$ cat src/rtl/reg_bank.sv
// reg_bank: 32-entry register file with two combinational read ports, one write port and A/B operand latches
// Ports: clk, reset_n (async, active-low); RegWrite/WriteReg/WriteData write port;
// ReadReg1/ReadReg2 -> ReadData1/ReadData2 combinational reads ($0 reads zero);
// ABLoad captures ReadData1/ReadData2 into A_out/B_out.
module reg_bank #(
   parameter int              DATA_W  = 32,
   parameter logic [DATA_W-1:0] SP_INIT = 227
) (
   input  logic              clk,
   input  logic              reset_n,
   input  logic              RegWrite,
   input  logic [4:0]        ReadReg1,
   input  logic [4:0]        ReadReg2,
   input  logic [4:0]        WriteReg,
   input  logic [DATA_W-1:0] WriteData,
   input  logic              ABLoad,
   output logic [DATA_W-1:0] ReadData1,
   output logic [DATA_W-1:0] ReadData2,
   output logic [DATA_W-1:0] A_out,
   output logic [DATA_W-1:0] B_out
);
   logic [DATA_W-1:0] regs [32];
   always_comb begin
      ReadData1 = ReadReg1 == 5'd0 ? '0 : regs[ReadReg1];
      ReadData2 = ReadReg2 == 5'd0 ? '0 : regs[ReadReg2];
   end
   // A/B sample the pre-edge read data, so a same-edge write is not bypassed
   always_ff @(posedge clk or negedge reset_n) begin
      if (!reset_n) begin
         for (int i = 0; i < 32; i++) regs[i] <= i == 29 ? SP_INIT : '0;
         A_out <= '0;
         B_out <= '0;
      end else begin
         if (RegWrite && WriteReg != 5'd0) regs[WriteReg] <= WriteData;
         if (ABLoad) begin
            A_out <= ReadData1;
            B_out <= ReadData2;
         end
      end
   end
endmodule

$ cat config.mk
export PLATFORM = sky130hd
export DESIGN_NAME = reg_bank
export DESIGN_NICKNAME = d
export VERILOG_FILES = /design/src/rtl/reg_bank.sv
export SDC_FILE = /design/constraint.sdc
export NUM_CORES = 2
export LEC_CHECK = 0
export ABC_AREA = 0
export BUFFER_PORTS_ARGS = -buffer_cell sky130_fd_sc_hd__buf_2
export CAP_MARGIN = 20
export CORE_ASPECT_RATIO = 1.2
export CORE_MARGIN = 2
export CORE_UTILIZATION = 45
export DETAILED_ROUTE_END_ITERATION = 7
export GPL_ROUTABILITY_DRIVEN = 1
export GPL_TIMING_DRIVEN = 0
export SYNTH_ARGS = -nofsm -noshare
export SYNTH_HDL_FRONTEND = slang
export SYNTH_SLANG_ARGS = --single-unit
$ cat constraint.sdc
create_clock -name clk -period 3.4 [get_ports clk]
set_clock_uncertainty 0.2 [all_clocks]
set_input_delay 0.68 -clock clk [delete_from_list [all_inputs] [get_ports clk]]
set_output_delay 0.68 -clock clk [all_outputs]
set_load 0.1 [all_outputs]
* After elaboration in Yosys (flattened, before gate mapping)
Index checks and enable logic that the tools add are counted.
** Storage, ports and cells
- Flip-flop bits (word level) :: 1088
- Input port bits :: 51
- Output and inout port bits :: 128
** Cells by class
- Magnitude comparators :: 4
- Mux-type cells :: 11
- Bitwise logic cells :: 3
- Reduce and logical (&&, ||, !) cells :: 5
** Operator list (count)
- 1024-bit bitwise mux :: 1
- 32-bit binary-select mux with 5-bit select :: 2
- 32-bit two-way mux :: 7
- 32-bit demux with 5-bit select :: 1
- 6-bit greater-or-equal comparator (second input constant) :: 3
- 5-bit NOT with 6-bit output :: 3
- 5-bit logical NOT :: 2
- 6-bit by 1-bit < comparator with 1-bit output (second input constant) :: 1
- 5-bit nonzero test :: 1
- 1-bit logical AND :: 2

* Longest topological paths before layout
- Word-level depth :: 6
- Depth in mapped cells :: 10

* Worst setup path before layout
OpenSTA, ideal clock, no wires.
- Path type :: input to output
- Start point :: in ReadReg1[1]
- End point :: out ReadData1[7]
- Arrival :: 4.134 ns
- Data required time :: 2.520 ns
- Path slack :: -1.614 ns
- Cell stages on the path :: 7
- Path buffers :: 3
- Cell sequence :: buf_4 > buf_6 > buf_6 > mux4_2 > mux2i_1 > or2_2 > a311oi_1
** On the way
- Word-level cells in the longest chain between the ends :: 5
- Elaborated cells on any way between the ends :: 6
** RTL lines
- start, declared :: line 12 : input logic [4:0] ReadReg1,
- 5-bit NOT with 6-bit output (not written as such) :: line 24 : ReadData1 = ReadReg1 == 5'd0 ? '0 : regs[ReadReg1];
- 32-bit binary-select mux with 5-bit select :: line 24
- 32-bit two-way mux (not written as such) (2 in series) :: line 24
- 32-bit two-way mux (*) :: line 24
- end, declared :: line 17 : output logic [DATA_W-1:0] ReadData1,
Every way passes the cells marked *; elsewhere a longest branch is shown, timed or not. The select of a mux whose other input is x is not followed.

* Final worst setup path
- Start point :: in ReadReg2[1]
- End point :: out ReadData2[23]
** On the way
- Word-level cells in the longest chain between the ends :: 5
- Elaborated cells on any way between the ends :: 6
** RTL lines
- start, declared :: line 13 : input logic [4:0] ReadReg2,
- 5-bit NOT with 6-bit output (not written as such) :: line 25 : ReadData2 = ReadReg2 == 5'd0 ? '0 : regs[ReadReg2];
- 32-bit binary-select mux with 5-bit select :: line 25
- 32-bit two-way mux (not written as such) (2 in series) :: line 25
- 32-bit two-way mux (*) :: line 25
- end, declared :: line 18 : output logic [DATA_W-1:0] ReadData2,
Marks and branches as above.

==> metrics.md <==
| Metric | Value |
|---|---|
| Final hold vios | 0 |
| First-pass GRT wire length | 345100 µm |
| Die Area | 133100 µm² |
| Avg WL per Cell | about 38 µm |
| Crit Path Max Fanout | 6 |
| TritonCTS Sinks | approximately 1100 |
| Final Routed Wirelength | 258600 µm |
| Drt drc | 0 |
| Vias in the first global route | ~43000 |
| Count of cell types in the netlist | 43 |
| Rows | roughly 150 |
| Total track usage | 37.46% |
| Cells after synthesis | 4418 |
| Via count | 43690 |
| Fill cells | about 10000 |
| Root buffer cell | clkbuf_16 |
| Failing checks | setup timing |
| CP Cell Sequence | buf_16 -> buf_12 -> buf_4 -> buf_12 -> buf_16 -> buf_16 -> buf_12 -> mux2i_1 -> a22oi_2 -> a31oi_4 -> a311oi_4 -> buf_12 |
| Ys flop type | dfrtp_1 |
| Maxcap violations | 0 |
| TritonCTS clock tree | built |
| Nets | around 5000 |
| Cell count after placement | roughly 6300 |
| Worst Slack Setup Final | -0.3760 ns |
| Relative slew margins | 25.63% |
| Core box area | ~130000 µm² |
| Seq cells post-synth | 1088 |
| Synthesized area | 58570 µm² |
| Slowest CP cell | a311oi_4 |
| Register Area | about 27000 µm² |
| Final min period | around 3.8 ns |
| Num CTS Buffers | 120 |
| Avg Cell Area, Syn | 13.26 µm² |
| Warnings from Yosys | 0 |
| CTS HTree Levels | 3 |
| Syn Nets | 4469 |
| Min-delay src | WriteData[4] |
| Post-DP HPWL | 180800 µm |
| I/O Pins | 179 |
| Outcome | finished, violations left |
| Core Util, Final | 58.36% |
| Largest net degree at the start of global routing | 158 |
| Endpoints failing setup | 64 |
| Cell Pwr Density | 574.9 nW/µm² |
| Leak | 33.49 nW |
| F_max | 0.2648 GHz |
| Initial Util | 45.15% |
| Critical Path RT | 2.52 ns |
| Setup CP Type | in -> out |
| Unrepaired setup endpoints after global routing | yes |
| Max-slew violation count | 0 |
| Clock transition at path regs | 0.07 ns |
| Die width | roughly 330 µm |
| Fraction of layout cells with a size suffix above 1 | 50.89% |
| Sequential area share after synthesis | 46.50% |
| DRT antenna net count | 0 |
| Vias per cell | roughly 6.5 |
| Deepest clock path buffer count | 3 |
| Worst-Margin Slew | 1.115 ns |
| Skew-Pair Late Insertion Delay | 0.78 ns |
| DR iter-0 viols | 4683 |
| Antenna violations before repair | 11 |
| Critical path startpoint category | input pin |
| EDFF count, synth | 0 |
| GPL Wtd Cong | 0.9666 |
| Hold crit path type | in -> reg |
| Die height | 399.2 µm |
| Worst path max stage delay | 0.45 ns |
| Arr. time, crit path | 2.90 ns |
| Final worst path period share | 111.1% |
| CP Capture Type | output pin |
| Multi-input combinational cell area | approximately 32000 µm² |
| Origin of the worst setup path | ReadReg2[1] |
| Final non-filler cell total | 6755 |
| Gr ovfl total | 0 |
| First-pass DRT Iterations | 5 |
| Crit-path most repeated cell | buf_12 |
| Maximum VDD drop | 0.5012 mV |
| PortBufs | roughly 170 |
| Area added between synthesis and finish | 29.26% |
| FF-to-FF Start | regs[113] |
| Async S/R FF share, synth | 100.0% |
placed cells by master (no fill, tap or decap), types with 14 or more instances in the layout:
cell type and n:
dfrtp_1 1083, mux2_2 1061, mux2i_1 798, a22oi_2 201
clkbuf_1 186, buf_12 161, clkbuf_16 145, buf_2 137
nand2_1 127, a22oi_1 119, buf_4 118, mux4_2 115
buf_6 97, buf_16 58, a21oi_2 51, clkbuf_8 47
buf_8 46, buf_1 45, a21oi_1 41, a311oi_4 38
or2_4 37, a31oi_4 30, nand4_1 27, clkinv_2 27
a2111oi_4 24, a41oi_4 19, mux2i_2 17, nor2_1 17
nand2_2 15, clkbuf_2 14, bufinv_16 14
final timing paths:
kind	end	slack, ns	cells after the start
setup / recovery	ReadData2[23]	-0.38	12
hold / removal	regs[4]	0.04	2
setup reg to reg	A_out[17]	1.01	7
hold reg to reg	regs[1015]	0.28	1
max in group asynchronous	regs[28]	0.58	5
min in group asynchronous	regs[9]	0.46	3
registers in the layout, indices dropped and copies added (netlist names):
register	cells
A_out	32
regs	1024
B_out	32
cells in the mapped netlist (2+ instances only):
library cell / n / area, µm²
buf_2: 103 / 515.5
nand2_1: 146 / 548.0
buf_6: 29 / 326.6
mux2_2: 1064 / 11980
inv_1: 2 / 7.510
a41oi_1: 22 / 192.7
buf_1: 50 / 187.7
a21oi_1: 103 / 515.5
mux4_2: 112 / 2522
a311oi_1: 3 / 26.28
dfstp_2: 5 / 131.4
a31oi_1: 43 / 269.0
mux2i_1: 817 / 8178
and3_1: 2 / 12.51
nor3b_1: 4 / 30.03
nand3_1: 13 / 65.06
and2_1: 2 / 12.51
or2_2: 50 / 312.8
mux4_1: 16 / 420.4
dfrtp_1: 1083 / 27100
nand3b_1: 4 / 30.03
buf_4: 67 / 503.0
nand4_1: 27 / 168.9
or3_1: 2 / 12.51
clkbuf_1: 223 / 837.1
a2111oi_2: 24 / 360.4
buf_12: 4 / 80.08
a311oi_2: 35 / 525.5
nor2b_1: 5 / 31.28
mux2_4: 6 / 90.09
nor2_1: 20 / 75.07
a22oi_1: 320 / 2402
nor2_2: 2 / 12.51
power breakdown:
group          total [mW]  switching, mW  internal, mW
clock network        14.1           5.85          8.21
registers            17.3           1.89          15.4
logic                12.2           6.68          5.49
total                43.5           14.4          29.1
layer usage:
metal / up-vias / global-route usage, % / share of wire, %
met1: 23050 / 48.17 / 38
met4: 6 / 21.57 / 7.1
met2: 2270 / 57.83 / 45
li1: 17690 / - / -
met5: - / 0 / 0.015
met3: 672 / 9.135 / 9.4
final cells by class:
type	instances	area share (%)
clock inverter	52	0.8594
tap	1690	2.793
multi-input combinational	2850	42.52
timing repair buffer	426	6.922
sequential	1088	35.97
buffer	469	6.261
inverter	2	0.009917
antenna	5	0.01653
clock buffer	173	4.643
stage by stage:
step	setup slack, ns	total power [mW]	TNS [ns]	area (µm²)	hold WS (ns)
detailed placement	-1.856	27.79	-112.55	64130	0.2692
global route	-0.3735	44.83	-13.03	75700	0.05584
floorplan	-0.2902	24.79	-14.79	60770	0.1844
finish	-0.3760	43.52	-13.65	75700	0.04188
global placement	-23.53	27.50	-	63740	0.2616
CTS	-0.2616	42.87	-8.690	73680	0.001283
worst max-delay path: cells and delay by family:
family	cells	cell delay [ns]
buffers and inverters	8	1.25
muxes	1	0.12
AOI/OAI and AO/OA	3	0.80
logic make-up (layout without fill, tap and decap cells):
| logic type | count (synthesis) | in the layout | share of synthesized area [%] |
|---|---|---|---|
| compound gates | 554 | 554 | 7.379 |
| buf+inv | 480 | 1122 | 4.234 |
| flops | 1088 | 1088 | 46.50 |
| mux | 2015 | 2015 | 39.60 |
| other cells | 0 | 5 | 0 |
| simple gates | 281 | 281 | 2.288 |
timing repair:
action / 4_1_cts / 5_1_grt
endpoints found under the setup margin: 74 / 64
buffers inserted: 123 / 97
cloned: 14 / 15
endpoints found under the hold margin: 151 / 0
gates resized for setup: 909 / 182
pin swaps: 168 / 150
hold buffers: 1 / 0
(Power assumes the default switching activity.)
